[src/rtl/des_pkg.sv]
// DES key-schedule shared definitions: permutation tables,
// shift schedule, widths and the generator state enum.
package des_pkg;

  localparam int SUBKEY_W = 48;
  localparam int KEYEX_W  = 768;

  typedef enum logic [1:0] {
    IDLE,
    BUSY,
    DONE
  } state_t;

  localparam logic [1:0] SHIFTS [16] = '{
    2'd1, 2'd1, 2'd2, 2'd2, 2'd2, 2'd2, 2'd2, 2'd2,
    2'd1, 2'd2, 2'd2, 2'd2, 2'd2, 2'd2, 2'd2, 2'd1
  };

  // Tables use DES numbering: bit 1 is the MSB of the vector.
  localparam int PC1_T [56] = '{
    57, 49, 41, 33, 25, 17,  9,
     1, 58, 50, 42, 34, 26, 18,
    10,  2, 59, 51, 43, 35, 27,
    19, 11,  3, 60, 52, 44, 36,
    63, 55, 47, 39, 31, 23, 15,
     7, 62, 54, 46, 38, 30, 22,
    14,  6, 61, 53, 45, 37, 29,
    21, 13,  5, 28, 20, 12,  4
  };

  localparam int PC2_T [48] = '{
    14, 17, 11, 24,  1,  5,
     3, 28, 15,  6, 21, 10,
    23, 19, 12,  4, 26,  8,
    16,  7, 27, 20, 13,  2,
    41, 52, 31, 37, 47, 55,
    30, 40, 51, 45, 33, 48,
    44, 49, 39, 56, 34, 53,
    46, 42, 50, 36, 29, 32
  };

  function automatic logic [55:0] pc1(input logic [63:0] k);
    logic [55:0] r;
    r = '0;
    for (int i = 0; i < 56; i++) begin
      r[55-i] = k[64-PC1_T[i]];
    end
    return r;
  endfunction

  function automatic logic [47:0] pc2(input logic [55:0] cd);
    logic [47:0] r;
    r = '0;
    for (int i = 0; i < 48; i++) begin
      r[47-i] = cd[56-PC2_T[i]];
    end
    return r;
  endfunction

endpackage

[src/rtl/des_key_expand_if.sv]
// Host-side bundle of the key expander: key load strobe in,
// expanded-key bus and status flags out.
interface des_key_expand_if;
  import des_pkg::*;

  logic [63:0]        i_key;
  logic               i_key_en;
  logic [KEYEX_W-1:0] o_keyex;
  logic               o_key_ok;
  logic               o_busy;

  modport master (
    output i_key,
    output i_key_en,
    input  o_keyex,
    input  o_key_ok,
    input  o_busy
  );

  modport slave (
    input  i_key,
    input  i_key_en,
    output o_keyex,
    output o_key_ok,
    output o_busy
  );

endinterface

[src/rtl/des_key_round.sv]
// One key-schedule round: rotate C and D left, then PC-2.
module des_key_round
  import des_pkg::*;
(
  input  logic [27:0]         c_i,
  input  logic [27:0]         d_i,
  input  logic [1:0]          shift_i,
  output logic [27:0]         c_o,
  output logic [27:0]         d_o,
  output logic [SUBKEY_W-1:0] subkey_o
);

  always_comb begin
    c_o = c_i;
    d_o = d_i;
    unique case (1'b1)
      (shift_i == 2'd1): begin
        c_o = {c_i[26:0], c_i[27]};
        d_o = {d_i[26:0], d_i[27]};
      end
      default: begin
        c_o = {c_i[25:0], c_i[27:26]};
        d_o = {d_i[25:0], d_i[27:26]};
      end
    endcase
  end

  assign subkey_o = pc2({c_o, d_o});

endmodule

[src/rtl/des_key_expand.sv]
// Iterative DES key schedule: PC-1 on load, then one subkey
// slot per clock for sixteen clocks.
module des_key_expand
  import des_pkg::*;
(
  input  logic            i_clk,
  input  logic            i_rst,
  des_key_expand_if.slave bus
);

  state_t             state_q, state_d;
  logic [55:0]        cd_q, cd_d;
  logic [4:0]         round_q, round_d;
  logic [KEYEX_W-1:0] keyex_q, keyex_d;

  logic [27:0]         c_nx;
  logic [27:0]         d_nx;
  logic [SUBKEY_W-1:0] sub;
  logic [3:0]          slot;
  logic [3:0]          sidx;

  // K1 lives in the top slot, K16 in the bottom one.
  assign slot = 4'(5'd16 - round_q);
  assign sidx = 4'(round_q - 5'd1);

  des_key_round u_round (
    .c_i      (cd_q[55:28]),
    .d_i      (cd_q[27:0]),
    .shift_i  (SHIFTS[sidx]),
    .c_o      (c_nx),
    .d_o      (d_nx),
    .subkey_o (sub)
  );

  always_comb begin
    state_d = state_q;
    cd_d    = cd_q;
    round_d = round_q;
    keyex_d = keyex_q;
    if (bus.i_key_en) begin
      cd_d    = pc1(bus.i_key);
      round_d = 5'd1;
      state_d = BUSY;
    end else begin
      unique case (state_q)
        BUSY: begin
          cd_d = {c_nx, d_nx};
          keyex_d[int'(slot)*SUBKEY_W +: SUBKEY_W] = sub;
          if (round_q == 5'd16) begin
            round_d = 5'd0;
            state_d = DONE;
          end else begin
            round_d = round_q + 5'd1;
          end
        end
        default: ;
      endcase
    end
  end

  always_ff @(posedge i_clk) begin
    if (i_rst) begin
      state_q <= IDLE;
      cd_q    <= '0;
      round_q <= '0;
      keyex_q <= '0;
    end else begin
      state_q <= state_d;
      cd_q    <= cd_d;
      round_q <= round_d;
      keyex_q <= keyex_d;
    end
  end

  assign bus.o_keyex  = keyex_q;
  assign bus.o_busy   = (state_q == BUSY);
  assign bus.o_key_ok = (state_q == DONE);

endmodule
[src/flat_wrapper.sv]
// flat-port wrapper written by rule: the top's interface ports become plain ports
module des_key_expand_flat import des_pkg::*;
  (i_clk, i_rst, bus_i_key, bus_i_key_en, bus_o_keyex, bus_o_key_ok, bus_o_busy);
  des_key_expand_if bus_i ();
  input  logic i_clk;
  input  logic i_rst;
  input wire logic [$bits(bus_i.i_key)-1:0] bus_i_key;
  input wire logic [$bits(bus_i.i_key_en)-1:0] bus_i_key_en;
  output wire logic [$bits(bus_i.o_keyex)-1:0] bus_o_keyex;
  output wire logic [$bits(bus_i.o_key_ok)-1:0] bus_o_key_ok;
  output wire logic [$bits(bus_i.o_busy)-1:0] bus_o_busy;
  assign bus_i.i_key = bus_i_key;
  assign bus_i.i_key_en = bus_i_key_en;
  assign bus_o_keyex = bus_i.o_keyex;
  assign bus_o_key_ok = bus_i.o_key_ok;
  assign bus_o_busy = bus_i.o_busy;
  des_key_expand u_core (.i_clk(i_clk), .i_rst(i_rst), .bus(bus_i));
endmodule
[config.mk]
export PLATFORM = sky130hd
export DESIGN_NAME = des_key_expand_flat
export DESIGN_NICKNAME = d
export VERILOG_FILES = /design/src/rtl/des_pkg.sv /design/src/rtl/des_key_expand_if.sv /design/src/rtl/des_key_round.sv /design/src/rtl/des_key_expand.sv /design/src/flat_wrapper.sv
export SDC_FILE = /design/constraint.sdc
export NUM_CORES = 2
export LEC_CHECK = 0
export BUFFER_PORTS_ARGS = -buffer_cell sky130_fd_sc_hd__buf_4
export CORE_AREA = 4 4 320 322
export CTS_CLUSTER_SIZE = 14
export DETAILED_ROUTE_END_ITERATION = 10
export DIE_AREA = 0 0 324 326
export GPL_TIMING_DRIVEN = 0
export PLACE_DENSITY = 0.57
export SYNTH_ARGS = -nofsm -noshare
export SYNTH_HDL_FRONTEND = slang
export SYNTH_SLANG_ARGS = --single-unit
export TNS_END_PERCENT = 100
[constraint.sdc]
create_clock -name i_clk -period 6.65 [get_ports i_clk]
set_clock_uncertainty 0.1 [all_clocks]
set_input_delay 0.3325 -clock i_clk [delete_from_list [all_inputs] [get_ports i_clk]]
set_output_delay 0.3325 -clock i_clk [all_outputs]
set_load 0.02 [all_outputs]
==> flow_metrics.tcl <==
set metrics [dict create \
    grt_use_met2_pct 53.3 \
    setup_ws_ns -0.0499 \
    portBuffers 828 \
    tightest_slew_ns 1.49 \
    setup_violations 6 \
    synth_ff_type "dfxtp_1" \
    maxCapViolations 0 \
    final_cells 6014 \
    crit_type "flip-flop to flip-flop" \
    min_path_type "input pin to flip-flop" \
    timing.rr.end "u_core.bus.o_keyex[446]" \
    syn_area_mm2 0.0326 \
    globalRoute.busiestLayer "met2" \
    die_x_um 324 \
    clkSlewWorstSetupHoldPaths_ns 0.07 \
    antenna_left 0 \
    htree_levels 3 \
    antenna_found_initial 7 \
    maxSlewViolCount 0 \
    fp-row-count 116 \
    syn_nets 3717 \
    multi_input_area_mm2 0.0148 \
    synth_edf_count 0 \
    io_pins 837 \
    wirelength_um 182000 \
    globalplace.congestion 1.03 \
    yosysSeqAreaShare_pct 51.0 \
    fin_util_pct 44.8 \
    fp.dieArea_mm2 0.106 \
    cp-endpoint "u_core.bus.o_keyex[446]" \
    overflow 0 \
    drive_gt1_share_pct 26.9 \
    crit_buf_inv 8 \
    synthCells 3639 \
    drc 1 \
    p_sw_share_pct 31.4 \
    fin_crit_ns 6.70 \
    wl_per_cell_um 30.3 \
    internal_power_w 0.00865 \
    reg2reg_from "u_core.round_q[0]" \
    reg2reg_slack_ns -0.05 \
    synthTopCellsByArea "dfxtp_1 51%, a211oi_1 8.7%, nor2_1 6.9%" \
    synthArstFlopShare_pct 0 \
    clk_latency_ns 0.69 \
    nNetsFinal 4710 \
    grt.total_usage_pct 32.9 \
    synth_top_cell_by_area "dfxtp_1" \
    cp_data_arrival_time_ns 7.13 \
    power_switching_w 0.00397 \
    firstDrtPassIters 11 \
    clock_path_buffers 3 \
    timing.fmax_ghz 0.149 \
    relSlewSlack_pct 0.875 \
    outcome "finished, violations left" \
    seqCellArea_mm2 0.0166 \
    vias_per_cell 5.63 \
    comb_power_share_pct 17.2 \
    via_count 33800 \
    power_density_mw_per_mm2 283 \
    cts_tree "yes" \
    crit_path_start "u_core.round_q[0]" \
    reg2regPathDepth 15 \
    crit_path_start_kind "flip-flop" \
    cts-root-buf "clkbuf_16" \
    path_cells "buf_6 -> clkbuf_2 -> inv_1 -> clkbuf_2 -> buf_4 -> ha_1 -> clkbuf_2 -> inv_2 -> or4_1 -> nand3_2 -> buf_2 -> mux2i_1 -> mux2i_1 -> a22oi_1 -> o21ai_0" \
    cts_inserted_buffers 91 \
    grt_max_degree 15 \
    cp.depth 15 \
    crit_family "buffers and inverters" \
    crit_required_ns 7.08 \
    pwr-share-clk_pct 41.7 \
    violations "DRC, setup timing" \
    grt_use_met3_pct 11.1 \
    cpPeakStageDelay_ns 1.18 \
    die_h_um 326 \
    hold_viol 0 \
    ys_warn_count 0 \
    area_delta_synth_final_pct 36.8 \
    yosys.area.top_type_share_pct 51.0 \
    p_leak_nw 17.3 \
    path_common_cell "clkbuf_2" \
    ys_seq_elements 831 \
    rsz0062_at_grt "yes" \
    clock_sinks 831 \
    synthDistinctLibCells 81 \
    cp-end-kind "flip-flop" \
    p_seq_share_pct 41.1 \
    core_mm2 0.0996 \
    grt_pass1_vias 32400 \
    drtIter0Drc 3610 \
    critPathSlowestCell "mux2i_1" \
    placed_cells 5773 \
    dp.final_hpwl_um 140000 \
    peakVddDrop_mv 0.221 \
    crit_fanout 11 \
    min_period_over_period_pct 101 \
    start_util_pct 32.8 \
    n_fill_cell 10100 \
    met1_usage_pct 39.5 \
    postSynthAreaPerCell_um2 8.97 \
    grt_pass1_wl_um 249000 \
]
==> layout make-up <==
class,instances,area share (%)
flip-flops and latches,831,37.3
multi-input cells,2481,33.2
repair buffers,903,15.6
clock buffers,117,5.73
well taps,1298,3.64
plain buffers,296,3.03
clock inverters,50,1.23
inverters,28,0.244
diodes,10,0.0561
==> registers in the layout (all words and copies together) (netlist names) <==
| name | flops |
|---|---|
| u_core.state_q | 2 |
| u_core.cd_q | 56 |
| u_core.bus.o_keyex | 768 |
| u_core.round_q | 5 |
==> per-stage QoR <==
step	setup WS [ns]	power (W)	TNS, ns	hold slack [ns]	area, µm²
6_report	-0.0499	0.0126	-0.241	0.234	44600
4_1_cts	-0.0426	0.0125	-0.501	0.133	44300
3_5_place_dp	-2.01	0.00727	-1139.00	0.342	40500
3_3_place_gp	-2.08	0.00727	-1200.49	0.335	40500
5_1_grt	-0.0705	0.0129	-1.83	0.224	44600
2_1_floorplan	0.539	0.00629	0	0.342	32600
==> tightest hold or removal path, stage by stage <==
cell	delay, ns
buf_4	0.17
nor3_4	0.07
buf_12	0.15
nand3_2	0.15
o21ai_1	0.09
==> routing by layer <==
layer,wire [µm],up-vias
met1,70100,16400
met2,83800,1845
met4,9390,4
met5,32,-
li1,-,15200
met3,19100,421
==> cells in the mapped netlist, drive strengths merged, types with 4 or more instances <==
cell     number
o31a          5
a22oi        54
a21oi       134
a2bb2oi      12
clkbuf      198
nand2b        4
nor3         75
mux2         58
xor2          4
a21o          6
a31oi        11
and2         14
nand4        13
o221a        18
ha           10
inv          26
o31ai        11
nand3        43
a211oi      382
a211o         4
a32o          6
nor3b         4
o21ai       315
o221ai        5
a222oi       41
nand2       362
o22ai        36
o211ai        4
nor2        604
xnor2         7
buf         101
and3         22
o2bb2ai      46
a311oi        8
a221o         5
nor2b         4
a221oi       21
mux2i       107
dfxtp       831
==> cell families after synthesis <==
group	count (synthesis)	synth area share, %
simple gates	1154	14.5
compound gates	1137	23.9
flops	831	51.0
buf+inv	327	4.34
mux	165	5.28
xor+xnor	14	0.525
fa+ha+maj	11	0.445
==> timing repair <==
action,CTS,global route
buffers inserted,3,5
hold buffers,56,0
resized for setup,36,56
endpoints found under the hold margin,56,0
endpoints found under the setup margin,768,622
pin swaps,1,2
==> worst min-delay path by stage <==
stage / from / to / slack (ns) / cells after the start
finish: i_rst / u_core.bus.o_keyex[584] / 0.23 / 5
global route: i_rst / u_core.bus.o_keyex[584] / 0.22 / 5
CTS: i_rst / u_core.bus.o_keyex[584] / 0.13 / 4
global placement: u_core.bus.o_keyex[760] / u_core.bus.o_keyex[760] / 0.34 / 2
floorplan: u_core.state_q[1] / u_core.state_q[1] / 0.34 / 2
detailed placement: u_core.bus.o_keyex[707] / u_core.bus.o_keyex[707] / 0.34 / 2
==> cell usage in the layout, fill, tap and decap left out, types with 50 or more instances in the layout <==
cell type      count
mux2_2            58
o21ai_0          282
nand2_1          361
nor3_1            68
nor2_1           599
a22oi_1           50
buf_2             67
mux2i_1          101
a211oi_1         379
buf_4            863
dfxtp_1          831
clkbuf_16         92
clkbuf_1         183
dlygate4sd3_1     56
a21oi_1          130
==> power by group through the flow <==
stage          Combinational (W)  Sequential, W  Clock, W
6_report                 0.00217        0.00518   0.00527
5_1_grt                  0.00221        0.00518   0.00552
4_1_cts                  0.00205        0.00517   0.00533
3_5_place_dp             0.00199        0.00528         0
3_3_place_gp             0.00198        0.00528         0
2_1_floorplan           0.000954        0.00533         0
No activity file was read; power rests on OpenSTA's default activity.
